===== src/rtl/axi_read_scheduler.sv =====
// Round-robin arbiter sharing one AXI read channel among several refill requesters.
// One burst is in flight at a time; returning beats are steered to the granted master.
module axi_read_scheduler #(
   parameter int MASTERS    = 2,
   parameter int ADDR_WIDTH = 26,
   parameter int DATA_WIDTH = 32
) (
   input  logic                          clk,
   input  logic                          rst,
   input  logic [MASTERS-1:0]            m_arvalid,
   output logic [MASTERS-1:0]            m_arready,
   input  logic [MASTERS*ADDR_WIDTH-1:0] m_araddr,
   input  logic [MASTERS*4-1:0]          m_arlen,
   output logic [MASTERS-1:0]            m_rvalid,
   input  logic [MASTERS-1:0]            m_rready,
   output logic [MASTERS-1:0]            m_rlast,
   output logic [DATA_WIDTH-1:0]         m_rdata,
   output logic                          ARVALID,
   input  logic                          ARREADY,
   output logic [3:0]                    ARID,
   output logic [3:0]                    ARLEN,
   output logic [ADDR_WIDTH-1:0]         ARADDR,
   input  logic                          RVALID,
   output logic                          RREADY,
   input  logic                          RLAST,
   input  logic [3:0]                    RID,
   input  logic [DATA_WIDTH-1:0]         RDATA,
   output logic                          busy,
   output logic [2:0]                    grant,
   output logic                          proto_err
);

   // state | meaning
   // IDLE  | pick next requester round-robin, pulse its m_arready
   // ADDR  | present latched burst on AR until ARREADY
   // DATA  | route matching beats to the granted master until RLAST
   typedef enum logic [1:0] {ST_IDLE, ST_ADDR, ST_DATA} state_t;

   localparam logic [MASTERS-1:0] ONE_M = {{(MASTERS-1){1'b0}}, 1'b1};

   state_t                  state_q;
   logic [2:0]              rr_ptr_q;
   logic [2:0]              grant_q;
   logic [3:0]              beat_cnt_q;
   logic [3:0]              len_q;
   logic [ADDR_WIDTH-1:0]   addr_q;
   logic                    arvalid_q;
   logic                    proto_err_q;

   logic                    sel_valid;
   logic [2:0]              sel_idx;
   logic [3:0]              scan_idx;
   logic [ADDR_WIDTH-1:0]   sel_addr;
   logic [3:0]              sel_len;
   logic                    rid_match;
   logic                    own_rready;
   logic                    rready_c;
   logic                    beat_hs;
   logic                    own_hs;
   logic [2:0]              next_ptr;

   // Scan from the highest offset down so the nearest requester to rr_ptr wins.
   always_comb begin
      sel_valid = 1'b0;
      sel_idx   = 3'd0;
      scan_idx  = 4'd0;
      for (int k = MASTERS-1; k >= 0; k--) begin
         scan_idx = {1'b0, rr_ptr_q} + 4'(k);
         if (scan_idx >= 4'(MASTERS))
            scan_idx = scan_idx - 4'(MASTERS);
         if (|(m_arvalid & (ONE_M << scan_idx))) begin
            sel_valid = 1'b1;
            sel_idx   = scan_idx[2:0];
         end
      end
   end

   always_comb begin
      sel_addr = '0;
      sel_len  = 4'd0;
      for (int i = 0; i < MASTERS; i++) begin
         if (sel_idx == 3'(i)) begin
            sel_addr = m_araddr[i*ADDR_WIDTH +: ADDR_WIDTH];
            sel_len  = m_arlen[i*4 +: 4];
         end
      end
   end

   assign rid_match  = (RID == {1'b0, grant_q});
   assign own_rready = |(m_rready & (ONE_M << grant_q));
   assign rready_c   = (state_q == ST_DATA) && (rid_match ? own_rready : 1'b1);
   assign beat_hs    = RVALID && rready_c;
   assign own_hs     = beat_hs && rid_match;
   assign next_ptr   = (grant_q == 3'(MASTERS-1)) ? 3'd0 : grant_q + 3'd1;

   assign m_arready = (state_q == ST_IDLE && sel_valid) ? (ONE_M << sel_idx) : '0;
   assign m_rvalid  = (state_q == ST_DATA && RVALID && rid_match) ? (ONE_M << grant_q) : '0;
   assign m_rlast   = (state_q == ST_DATA && RVALID && RLAST && rid_match) ? (ONE_M << grant_q) : '0;
   assign m_rdata   = RDATA;
   assign RREADY    = rready_c;
   assign ARVALID   = arvalid_q;
   assign ARADDR    = addr_q;
   assign ARLEN     = len_q;
   assign ARID      = {1'b0, grant_q};
   assign busy      = (state_q != ST_IDLE);
   assign grant     = grant_q;
   assign proto_err = proto_err_q;

   always_ff @(posedge clk) begin
      if (rst) begin
         state_q     <= ST_IDLE;
         rr_ptr_q    <= 3'd0;
         grant_q     <= 3'd0;
         beat_cnt_q  <= 4'd0;
         len_q       <= 4'd0;
         addr_q      <= '0;
         arvalid_q   <= 1'b0;
         proto_err_q <= 1'b0;
      end else begin
         case (state_q)
            ST_IDLE: begin
               if (sel_valid) begin
                  grant_q   <= sel_idx;
                  addr_q    <= sel_addr;
                  len_q     <= sel_len;
                  arvalid_q <= 1'b1;
                  state_q   <= ST_ADDR;
               end
            end
            ST_ADDR: begin
               if (ARREADY) begin
                  arvalid_q  <= 1'b0;
                  beat_cnt_q <= 4'd0;
                  state_q    <= ST_DATA;
               end
            end
            ST_DATA: begin
               // Foreign-ID beats are swallowed so they cannot stall the bus.
               if (RVALID && !rid_match)
                  proto_err_q <= 1'b1;
               if (own_hs) begin
                  if (RLAST) begin
                     if (beat_cnt_q != len_q)
                        proto_err_q <= 1'b1;
                     rr_ptr_q <= next_ptr;
                     state_q  <= ST_IDLE;
                  end else begin
                     if (beat_cnt_q == len_q)
                        proto_err_q <= 1'b1;
                     if (beat_cnt_q != 4'hF)
                        beat_cnt_q <= beat_cnt_q + 4'd1;
                  end
               end
            end
            default: state_q <= ST_IDLE;
         endcase
      end
   end

endmodule


===== config.mk =====
export PLATFORM = sky130hd
export DESIGN_NAME = axi_read_scheduler
export DESIGN_NICKNAME = d
export VERILOG_FILES = /design/src/rtl/axi_read_scheduler.sv
export SDC_FILE = /design/constraint.sdc
export NUM_CORES = 1
export LEC_CHECK = 0
export ABC_AREA = 0
export BUFFER_PORTS_ARGS = -buffer_cell sky130_fd_sc_hd__buf_4
export CAP_MARGIN = 20
export CORE_ASPECT_RATIO = 0.6
export CORE_MARGIN = 1.5
export CORE_UTILIZATION = 42
export CTS_CLUSTER_DIAMETER = 50
export DETAILED_ROUTE_END_ITERATION = 8
export HOLD_SLACK_MARGIN = 0.15
export PLACE_DENSITY = 0.8
export SLEW_MARGIN = 10
export SYNTH_ARGS = -nofsm -noshare
export SYNTH_HDL_FRONTEND = slang
export SYNTH_SLANG_ARGS = --single-unit

===== constraint.sdc =====
create_clock -name clk -period 2.8 [get_ports clk]
set_input_delay 0.14 -clock clk [delete_from_list [all_inputs] [get_ports clk]]
set_output_delay 0.14 -clock clk [all_outputs]
set_load 0.03 [all_outputs]

* Word level (Yosys, flattened, before mapping)
Cells that the tools add are included.
Storage, ports and cells: flip-flop bits (word level) 44, input bits 105, output and inout port bits 79
Operators by class: $add $sub $neg 5, order comparisons 2, eq/ne operators 14, shifts and indexed selects 4, multiplexer cells 33, bitwise logic cells 3, reductions and logical operators 23
Operators by type and width (count):
- $mux W26 | 2
- $mux W4 | 8
- $mux W2 | 7
- $mux W1 | 10
- $ne A2 B2 Y1 const B | 5
- $logic_and A1 B1 Y1 | 9
- $mux W3 | 3
- $pmux W4 S2 | 1
- $shl A1 B4 Y2 const A | 2
- $and A2 B2 Y2 | 3
- $eq A3 B1 Y1 const B | 2
- $pmux W2 S3 | 1
- $reduce_and A3 Y1 | 2
- $reduce_bool A2 Y1 | 3
- $reduce_or A2 Y1 | 3
- $shl A1 B3 Y2 const A | 2
- $reduce_and A5 Y1 | 1
- $add A3 B1 Y4 const B | 1
- $add A4 B1 Y4 const B | 1
- $eq A4 B3 Y1 | 1
- $eq A4 B4 Y1 | 1
- $ge A4 B2 Y1 const B | 1
- $ne A4 B4 Y1 | 1
- $ne A4 B4 Y1 const B | 1
- other kinds (13) | 13

* Logic depth before layout (Yosys ltp)
Gate-level depths: netlist of run 1.
word-level depth 11, depth in mapped cells 9

* Worst setup path before layout of run 1
No wires, ideal clock.
path type register to output, from register rr_ptr_q[1], to output m_arready[0], arrival 2438 ps, data required time 2660 ps, path slack 222 ps, cell stages (with the launch flop) 8, path through dfxtp_1 -> inv_1 -> ha_1 -> or4b_1 -> a21oi_1 -> o21a_1 -> a21oi_1 -> nor3_1
On the way: longest elaborated chain between the ends 10, elaborated cells between the ends (all ways) 20
RTL lines:
- start: declaration | line 42 | logic [2:0] rr_ptr_q;
- start signal: assignment | line 145 | rr_ptr_q <= next_ptr;
- $add A3 B1 Y4 | line 68 | scan_idx = {1'b0, rr_ptr_q} + 4'(k);
- $sub A4 B2 Y4 or $ge A4 B2 Y1 (tied branches) | line 70, 69
- $mux W4 | line 69 | if (scan_idx >= 4'(MASTERS))
- $shl A1 B4 Y2 | line 71 | if (|(m_arvalid & (ONE_M << scan_idx))) begin
- $and A2 B2 Y2 | line 71
- $reduce_or A2 Y1 | line 71
- $mux W3 or $mux W1 (tied branches) (2 in series) | line 71
- $shl A1 B3 Y2 or $logic_and A1 B1 Y1 (tied branches) | line 96 | assign m_arready = (state_q == ST_IDLE && sel_valid) ? (ONE_M << sel_idx) : '0;
- $mux W2 * | line 96
- end: declaration | line 11 | output logic [MASTERS-1:0] m_arready,
Mark *: on every way between the ends. The rest lies on a longest branch, timed or not.

* Worst setup path in the final report of run 1
from register rr_ptr_q[1], to output m_arready[1]
The elaborated chain is that of the path after synthesis.

==> reports/qor.txt, run 1 <==
Outcome: completed
Period utilization: 0.975
Final hold slack: 0.153 ns
GRT Total Usage: 0.275
Worst Skew: 0.0117 ns
Tightest Pin Transition: 0.591 ns
Crit Path Max Fanout: 18
Clock sink total: 44
Setup Crit Path Kind: reg -> out
Worst path bufs/invs: 3
Row Count: 22
Post-Route WL: 9610 microns
Die height: 65.7 microns
Startpoint types: flip-flop
Core Util, Final: 0.658
Routed via count: 3,099
Sequential-to-total area share from yosys stat: 0.320
Cell repeated most along the worst path: nor2_1
Slowest CP cell: or4b_4
Fill count: 520
Post-CTS Setup Bufs: 0
Total gr overflow: 0
Final RePlAce weighted congestion: 0.832
CTS tree: yes
Worst vdd ir: 264 uV
Initial antenna violation count: 0
WL per Instance: 17.8 microns
Post-Syn Instances: 333
Chip width: 107 microns
WP data arrival: 2.59 ns
#FFs+latches synth: 44
Syn nets: 442
Pin count of the biggest net entering global routing: 42
Critical-path cell list: inv_1 -> ha_1 -> or4b_4 -> a21oi_4 -> o2111a_1 -> buf_6 -> nor2_1 -> nor2_1 -> buf_4
Async SR Flop Fraction: 0
Via-per-instance ratio: 5.74
Area of the die: 7060 sq um
Pwr/cell area: 454 nW/um^2
Hold Fails Final Rpt: 0
Clock buffer depth: 2
Synth Cell Area: 2750 sq um
Total of max-cap violations: 0
Max-slew headroom: 0.603
Commonest cells after routing, fill and taps aside: buf_4, dlygate4sd3_1, dfxtp_1
RSZ-0062 raised after global routing: true
Family with the most delay on the worst path: simple AND/OR/NAND/NOR gates
DP HPWL: 6110 microns
First-pass GRT wire length: 15,100 microns
Vias in the first global route: 3,067
CP endpoint kind: primary output
Main synth FF type: dfxtp_1
Layout Area Growth over Synthesis: 48.9%
EDFF count, synth: 0
Commonest non-fill, non-tap cell in the layout: buf_4
Antenna-violating nets left: 0
Fin cells: 540
Highest clock rate: 366 MHz
Number of buffers created by CTS: 5
CTS Root Cell: clkbuf_8
ANT cells: 0
Share of cells above drive strength 1: 0.336
Final #Nets: 564
Fin crit period: 2.73 ns
Core area: 6220 sq um
Later-pin clock latency in the skew report: 0.30 ns
Final setup vio count: 0
HP Class: in -> reg
Initial DRT Pass Iterations: 5
Leakage Power: 1.74 nW
Placed insts: 481
Input/output buffers: 118
1st-iter DRT viols: 184
Syn Area/Cell: 8.26 sq um
IO Pins: 184
Slew Limit Fails: 0
Worst Path Required: 2.66 ns
Distinct cells, synth: 47
Clock Pin Slew Worst Setup and Hold Paths: 0.09 ns
Drc violations: 0
Syn. warnings: 0
CTS H-tree depth: 2
Slowest stage delay, CP: 0.50 ns
Starting Density: 0.442
[area by class of cell]
cell class                 instances  area (sq um)  area share
clock buffer                       8          90.1      0.0220
inverter                           5          18.8     0.00458
multi-input combinational        216          1490       0.365
sequential                        44           883       0.216
tap                               84           105      0.0257
timing repair buffer             183          1510       0.367
[state kept, by name (all words and copies together) (netlist names)]
name        flops
rr_ptr_q        3
ARLEN           4
proto_err       1
beat_cnt_q      4
grant           3
state_q         2
ARADDR         26
ARVALID         1
[what timing repair did]
| item | in CTS | in global routing |
|---|---|---|
| gates resized for setup | 5 | 4 |
| gates cloned | 0 | 0 |
| hold buffers | 49 | 2 |
| hold endpoints to repair | 29 | 2 |
| setup endpoints to repair | 2 | 2 |
[report_power, final]
part           internal (W)  switching, W
Clock              0.000202      0.000225
Combinational      0.000314      0.000383
Sequential         0.000689     0.0000464
Total               0.00121      0.000654
[through the flow]
step	power, W	setup WS (ns)	TNS (ns)	area (sq um)
CTS	0.00185	0.0242	0	4050
floorplan	0.00119	0.222	0	2750
global route	0.00196	-0.0761	-0.145	4100
global placement	0.00136	0.303	0	3460
finish	0.00186	0.0705	0	4100
detailed placement	0.00137	0.137	0	3460
[tightest hold or removal path: cells and delay by family]
kind / cells / cell delay, ns
buffers and inverters: 1 / 0.11
AOI/OAI and AO/OA: 2 / 0.15
[per-layer routing]
metal | global-route usage | up-vias | share of wire
met5 | 0 | - | 0
met4 | 0.0740 | 0 | 0.020
met3 | 0.102 | 18 | 0.093
met2 | 0.464 | 179 | 0.45
met1 | 0.330 | 1431 | 0.44
li1 | - | 1471 | -
[path summary, 6_finish.rpt]
| path | start | to | slack [ns] | cells after the start |
|---|---|---|---|---|
| setup reg to reg | rr_ptr_q[1] | ARLEN[2] | 0.19 | 9 |
| setup / recovery | rr_ptr_q[1] | m_arready[1] | 0.07 | 9 |
| hold / removal | m_araddr[36] | ARADDR[10] | 0.15 | 3 |
| hold reg to reg | ARVALID | ARVALID | 0.46 | 2 |
[cell usage after synthesis (4+ instances only)]
cell / count / share of area
dfxtp_1: 44 / 0.32
a211oi_1: 32 / 0.087
buf_4: 36 / 0.098
or3_1: 4 / 0.0091
nor2_1: 10 / 0.014
xor2_1: 7 / 0.022
o21ai_0: 33 / 0.060
a21oi_1: 10 / 0.018
nand2_1: 7 / 0.0096
ha_1: 4 / 0.018
inv_1: 5 / 0.0068
buf_2: 8 / 0.015
clkbuf_1: 21 / 0.029
a311oi_1: 30 / 0.095
nand3_1: 31 / 0.056
[logic make-up (layout without fill, tap and decap cells)]
logic type | Yosys count | after routing | synth area share
flops | 44 | 44 | 0.320
simple gates | 78 | 78 | 0.152
xor+xnor | 9 | 9 | 0.0287
compound gates | 119 | 119 | 0.304
mux | 5 | 5 | 0.0196
fa+ha+maj | 4 | 4 | 0.0182
buf+inv | 73 | 196 | 0.156
other cells | 1 | 1 | 0.00136
(Power assumes the default switching activity.)
==> run 2: changes to the inputs <==
==> constraint.sdc (replaced) <==
create_clock -name clk -period 2.8 [get_ports clk]
set_input_delay 0.56 -clock clk [delete_from_list [all_inputs] [get_ports clk]]
set_output_delay 0.56 -clock clk [all_outputs]
set_load 0.03 [all_outputs]
==> run 2 against run 1 <==
  * The flow now finishes with violations (setup timing)
  * Clock skew is 0.0052 ns lower
  * Setup slack worse by 0.12 ns
  * Critical endpoint is now m_arready[0]
  * Power hardly changed
  * Clock power is 14% higher
  * Largest cell class is now multi-input gates
==> reports/qor.txt, run 2 (synthesis results as in run 1) <==
Outcome: finished with violations (was completed)
Failing checks: setup timing
Number of buffers created by CTS: 5 (unchanged)
Cell repeated most along the worst path: a21oi_4 (was nor2_1)
HP Class: reg -> reg (was in -> reg)
First-pass GRT wire length: 13,800 microns (was 15,100 microns)
Pwr/cell area: 497 nW/um^2 (was 454 nW/um^2)
Crit Path Max Fanout: 3 (was 18)
Area of the die: 7060 sq um (unchanged)
Max reg flops: 26 (unchanged)
Total gr overflow: 0 (unchanged)
GRT Total Usage: 0.250 (was 0.275)
Max-slew headroom: 0.605 (was 0.603)
Core Util, Final: 0.602 (was 0.658)
Slowest stage delay, CP: 0.37 ns (was 0.50 ns)
CTS Root Cell: clkbuf_8 (unchanged)
Initial DRT Pass Iterations: 4 (was 5)
Worst Path Required: 2.24 ns (was 2.66 ns)
Final RePlAce weighted congestion: 0.966 (was 0.832)
CTS H-tree depth: 2 (unchanged)
Total of max-cap violations: 0 (unchanged)
Highest clock rate: 352 MHz (was 366 MHz)
Initial antenna violation count: 0 (unchanged)
Core area: 6220 sq um (unchanged)
CP endpoint kind: primary output (unchanged)
Clock sink total: 44 (unchanged)
Tightest Pin Transition: 0.587 ns (was 0.591 ns)
Die height: 65.7 microns (unchanged)
CTS tree: yes (unchanged)
DP HPWL: 6030 microns (was 6110 microns)
Post-CTS Hold Buffers: 0 (was 49)
Setup Crit Path Kind: reg -> out (unchanged)
Post-Route WL: 8680 microns (was 9610 microns)
Via-per-instance ratio: 5.99 (was 5.74)
Final setup vio count: 2 (was 0)
Input/output buffers: 118 (unchanged)
Total negative setup slack: -0.0756 ns (was 0 ns)
IO Pins: 184 (unchanged)
Slowest CP cell: dfxtp_4 (was or4b_4)
Fill count: 554 (was 520)
Period utilization: 1.02 (was 0.975)
WP data arrival: 2.28 ns (was 2.59 ns)
Later-pin clock latency in the skew report: 0.29 ns (was 0.30 ns)
Row Count: 22 (unchanged)
Routed via count: 2,984 (was 3,099)
Hold Fails Final Rpt: 0 (unchanged)
ANT cells: 0 (unchanged)
Pin count of the biggest net entering global routing: 42 (unchanged)
Commonest cells after routing, fill and taps aside: buf_4, dfxtp_1, o21ai_0 (was buf_4, dlygate4sd3_1, dfxtp_1)
Vias in the first global route: 2,810 (was 3,067)
Leakage Power: 1.62 nW (was 1.74 nW)
Antenna-violating nets left: 0 (unchanged)
Fin crit period: 2.84 ns (was 2.73 ns)
Commonest non-fill, non-tap cell in the layout: buf_4 (unchanged)
Critical-path cell list: ha_4 -> xnor2_1 -> ha_1 -> nand3b_1 -> a21oi_4 -> o21a_1 -> a21oi_4 -> nor3_2 -> buf_4 (was inv_1 -> ha_1 -> or4b_4 -> a21oi_4 -> o2111a_1 -> buf_6 -> nor2_1 -> nor2_1 -> buf_4)
1st-iter DRT viols: 216 (was 184)
Starting Density: 0.442 (unchanged)
Worst vdd ir: 222 uV (was 264 uV)
Layout Area Growth over Synthesis: 36.2% (was 48.9%)
Worst Skew: 0.00655 ns (was 0.0117 ns)
Fin cells: 498 (was 540)
Chip width: 107 microns (unchanged)
Placed insts: 485 (was 481)
Share of cells above drive strength 1: 0.413 (was 0.336)
Slew Limit Fails: 0 (unchanged)
RSZ-0062 raised after global routing: true (unchanged)
Final #Nets: 522 (was 564)
Startpoint types: flip-flop (unchanged)
Clock Pin Slew Worst Setup and Hold Paths: 0.09 ns (about the same)
PnR worst setup slack: -0.0448 ns (was 0.0705 ns)
Clock buffer depth: 2 (unchanged)
Drc violations: 0 (unchanged)
WL per Instance: 17.4 microns (was 17.8 microns)
[run 2: layout make-up]
type,instances,area [sq um],area share
multi-input cells,216,1550,0.413
clock inverters,2,35.0,0.00935
flip-flops and latches,44,888,0.237
inverters,5,21.3,0.00568
well taps,84,105,0.0280
repair buffers,141,1080,0.288
clock buffers,6,72.6,0.0194
[run 2: worst max-delay path: cells and delay by family (launching register included)]
| kind | cells | cell delay (ns) |
|---|---|---|
| buf+inv | 1 | 0.18 |
| flops | 1 | 0.37 |
| simple gates | 2 | 0.27 |
| xor+xnor | 1 | 0.12 |
| fa+ha+maj | 2 | 0.50 |
| compound gates | 3 | 0.55 |
[run 2: worst paths after layout]
| kind | from | end | slack, ns | depth (start not counted) |
|---|---|---|---|---|
| max | rr_ptr_q[0] | m_arready[0] | -0.04 | 9 |
| min | ARVALID | ARVALID | 0.46 | 2 |
| max reg2reg | rr_ptr_q[0] | ARADDR[5] | 0.12 | 10 |
| min reg2reg | ARVALID | ARVALID | 0.46 | 2 |
[run 2: through the flow]
step | setup WS [ns] | power, W | hold slack, ns | instance area (sq um)
2_1_floorplan | 0.0256 | 0.00120 | 0.475 | 2760
3_3_place_gp | 0.112 | 0.00136 | 0.451 | 3510
3_5_place_dp | -0.0298 | 0.00138 | 0.452 | 3510
4_1_cts | -0.0134 | 0.00187 | 0.463 | 3730
5_1_grt | -0.0997 | 0.00195 | 0.507 | 3750
6_report | -0.0448 | 0.00186 | 0.462 | 3750
[run 2: what timing repair did]
action / 4_1_cts / 5_1_grt
buffers inserted: 4 / 2
setup endpoints to repair: 2 / 33
cloned: 0 / 0
pin swaps: 7 / 7
gates resized for setup: 18 / 3
[run 2: power breakdown]
group          internal (W)  switching [W]  total (W)
clock network      0.000265       0.000221   0.000487
logic              0.000274       0.000369   0.000643
registers          0.000688      0.0000438   0.000731
total               0.00123       0.000634    0.00186
[run 2: metal layers]
metal | part of all wire | wire (microns) | up-vias | global-route usage
met5 | 0 | 0 | - | 0
met4 | 0.0084 | 73 | 0 | 0.0822
met3 | 0.096 | 832 | 10 | 0.0704
met2 | 0.46 | 4000 | 182 | 0.385
met1 | 0.44 | 3780 | 1409 | 0.338
li1 | - | - | 1383 | -
==> run 3: changes to the inputs <==
--- a/config.mk
+++ b/config.mk
@@ -10,11 +10,12 @@
 export CAP_MARGIN = 20
 export CORE_ASPECT_RATIO = 0.6
 export CORE_MARGIN = 1.5
-export CORE_UTILIZATION = 42
+export CORE_UTILIZATION = 40
 export CTS_CLUSTER_DIAMETER = 50
 export DETAILED_ROUTE_END_ITERATION = 8
 export HOLD_SLACK_MARGIN = 0.15
-export PLACE_DENSITY = 0.8
+export PLACE_DENSITY = 0.77
+export REMOVE_ABC_BUFFERS = 1
 export SLEW_MARGIN = 10
 export SYNTH_ARGS = -nofsm -noshare
 export SYNTH_HDL_FRONTEND = slang
==> run 3 against run 2 <==
  * The flow still finishes with violations (setup timing)
  * Flip-flop and latch count unchanged
  * Register-to-register slack worse by 0.02 ns
  * Largest cell class unchanged
  * Setup slack better by 0.036 ns
==> reports/qor.txt, run 3 (synthesis results as in run 1) <==
Final setup vio count: 1 (was 2)
Row Count: 23 (was 22)
Leakage Power: 1.61 nW (was 1.62 nW)
Fill count: 614 (was 554)
Routed via count: 2,975 (was 2,984)
Clock buffer depth: 2 (unchanged)
Pwr/cell area: 512 nW/um^2 (was 497 nW/um^2)
Fin crit period: 2.81 ns (was 2.84 ns)
Later-pin clock latency in the skew report: 0.28 ns (was 0.29 ns)
Antenna-violating nets left: 0 (unchanged)
Core area: 6680 sq um (was 6220 sq um)
Via-per-instance ratio: 5.96 (was 5.99)
Capturing point of the worst reg2reg path: ARADDR[23] (was ARADDR[5])
DP HPWL: 7370 microns (was 6030 microns)
RSZ-0062 raised after global routing: true (unchanged)
Area of the die: 7400 sq um (was 7060 sq um)
Max reg flops: 26 (unchanged)
Reg2reg path depth: 9 (was 10)
Worst Path Required: 2.24 ns (about the same)
Pin count of the biggest net entering global routing: 42 (unchanged)
First-pass GRT wire length: 15,200 microns (was 13,800 microns)
HP Class: reg -> reg (unchanged)
Setup Crit Path Kind: reg -> out (unchanged)
Flop-to-flop setup slack: 0.10 ns (was 0.12 ns)
Failing checks: setup timing (unchanged)
Die height: 67.2 microns (was 65.7 microns)
PnR worst setup slack: -0.00855 ns (was -0.0448 ns)
Post-CTS Hold Buffers: 0 (unchanged)
Hold-critical path depth: 2 (unchanged)
Initial antenna violation count: 0 (unchanged)
Worst Skew: 0.00466 ns (was 0.00655 ns)
Starting Density: 0.412 (was 0.442)
Hold Path Origin: ARVALID (unchanged)
Clock Pin Slew Worst Setup and Hold Paths: 0.06 ns (was 0.09 ns)
Worst Hold End: ARVALID (unchanged)
Commonest non-fill, non-tap cell in the layout: buf_4 (unchanged)
Share of cells above drive strength 1: 0.410 (was 0.413)
Total area of sequential cells: 888 sq um (unchanged)
Final RePlAce weighted congestion: 0.879 (was 0.966)
Critical-path cell list: inv_2 -> ha_4 -> or4b_4 -> a21oi_4 -> o21a_1 -> a21oi_4 -> nor3_2 -> buf_4 (was ha_4 -> xnor2_1 -> ha_1 -> nand3b_1 -> a21oi_4 -> o21a_1 -> a21oi_4 -> nor3_2 -> buf_4)
Core Util, Final: 0.562 (was 0.602)
Crit Path Max Fanout: 6 (was 3)
Vias in the first global route: 2,855 (was 2,810)
Period utilization: 1.00 (was 1.02)
Startpoint types: flip-flop (unchanged)
Slew Limit Fails: 0 (unchanged)
Outcome: finished with violations (unchanged)
GRT Total Usage: 0.278 (was 0.250)
CTS tree: yes (unchanged)
Hold Fails Final Rpt: 0 (unchanged)
Chip width: 110 microns (was 107 microns)
CP endpoint kind: primary output (unchanged)
IO Pins: 184 (unchanged)
CTS Root Cell: clkbuf_16 (was clkbuf_8)
Tightest Pin Transition: 0.536 ns (was 0.587 ns)
Slowest stage delay, CP: 0.48 ns (was 0.37 ns)
1st-iter DRT viols: 207 (was 216)
Highest clock rate: 356 MHz (was 352 MHz)
Worst vdd ir: 253 uV (was 222 uV)
Cell repeated most along the worst path: a21oi_4 (unchanged)
Number of buffers created by CTS: 5 (unchanged)
Initial DRT Pass Iterations: 4 (unchanged)
Drc violations: 0 (unchanged)
Layout Area Growth over Synthesis: 36.3% (was 36.2%)
Cell area after layout: 3750 sq um (about the same)
Slowest CP cell: or4b_4 (was dfxtp_4)
Clock sink total: 44 (unchanged)
Max-slew headroom: 0.639 (was 0.605)
Commonest cells after routing, fill and taps aside: buf_4, dfxtp_1, o21ai_0 (unchanged)
Input/output buffers: 118 (unchanged)
Worst R2R Start: rr_ptr_q[1] (was rr_ptr_q[0])
ANT cells: 0 (unchanged)
Multi-input gate area: 1540 sq um (was 1550 sq um)
WP data arrival: 2.25 ns (was 2.28 ns)
Dpl cell area: 3480 sq um (was 3510 sq um)
Post-Route WL: 10,300 microns (was 8680 microns)
WL per Instance: 20.7 microns (was 17.4 microns)
Family with the most delay on the worst path: simple AND/OR/NAND/NOR gates (was compound AO/OA/AOI/OAI gates)
CTS H-tree depth: 2 (unchanged)
Total gr overflow: 0 (unchanged)
Worst path bufs/invs: 2 (was 1)
Final #Nets: 521 (was 522)
Total of max-cap violations: 0 (unchanged)
run 3: worst max path at each step:
stage                           start            to  slack [ns]  cells past startpoint
final                     rr_ptr_q[1]  m_arready[0]      -0.009                      8
after global routing      rr_ptr_q[1]  m_arready[0]       -0.06                      8
after CTS                 rr_ptr_q[1]  m_arready[1]      -0.009                      8
after detailed placement  rr_ptr_q[1]  m_arready[0]        0.03                      8
after global placement    rr_ptr_q[1]  m_arready[0]        0.18                      8
after floorplan           rr_ptr_q[0]  m_arready[0]       -1.43                      7
run 3: routing by layer:
layer	track usage	vias to the layer above	share of wire	wire length, microns
li1	-	1383	-	-
met1	0.378	1421	0.44	4550
met2	0.391	157	0.42	4340
met3	0.135	12	0.12	1280
met4	0.0536	2	0.010	106
met5	0.0500	-	0.0050	52
run 3: tightest hold or removal path, stage by stage (launching register included):
cell	delay (ns)
dfxtp_1	0.32
nand2_1	0.07
a21oi_1	0.06
run 3: what timing repair did:
action	CTS	global route
endpoints found under the hold margin	0	0
setup buffers	5	0
resized for setup	15	6
pin swaps	6	4
setup endpoints to repair	2	2
run 3: report_power, final:
part	switching [W]	internal [W]	total (W)	leakage, nW
clock	0.000233	0.000324	0.000557	0.0657
combinational	0.000365	0.000264	0.000629	1.18
sequential	0.0000469	0.000688	0.000735	0.365
total	0.000645	0.00128	0.00192	1.61
run 3: stage by stage:
stage	total power (W)	worst slack, ns	hold WS, ns	setup TNS, ns	instances
floorplan	0.00108	-1.43	0.475	-27.05	265
global placement	0.00135	0.180	0.457	0	487
global route	0.00201	-0.0614	0.510	-0.0975	499
finish	0.00192	-0.00855	0.494	-0.00855	499
CTS	0.00193	-0.00942	0.488	-0.00942	499
detailed placement	0.00137	0.0345	0.477	0	487
run 3: area by class of cell:
| cell class | instances | area share |
|---|---|---|
| Tap cell | 87 | 0.0290 |
| Clock buffer | 5 | 0.0334 |
| Sequential cell | 44 | 0.237 |
| Timing Repair Buffer | 140 | 0.281 |
| Inverter | 5 | 0.00501 |
| Multi-Input combinational cell | 216 | 0.411 |
| Clock inverter | 2 | 0.00334 |
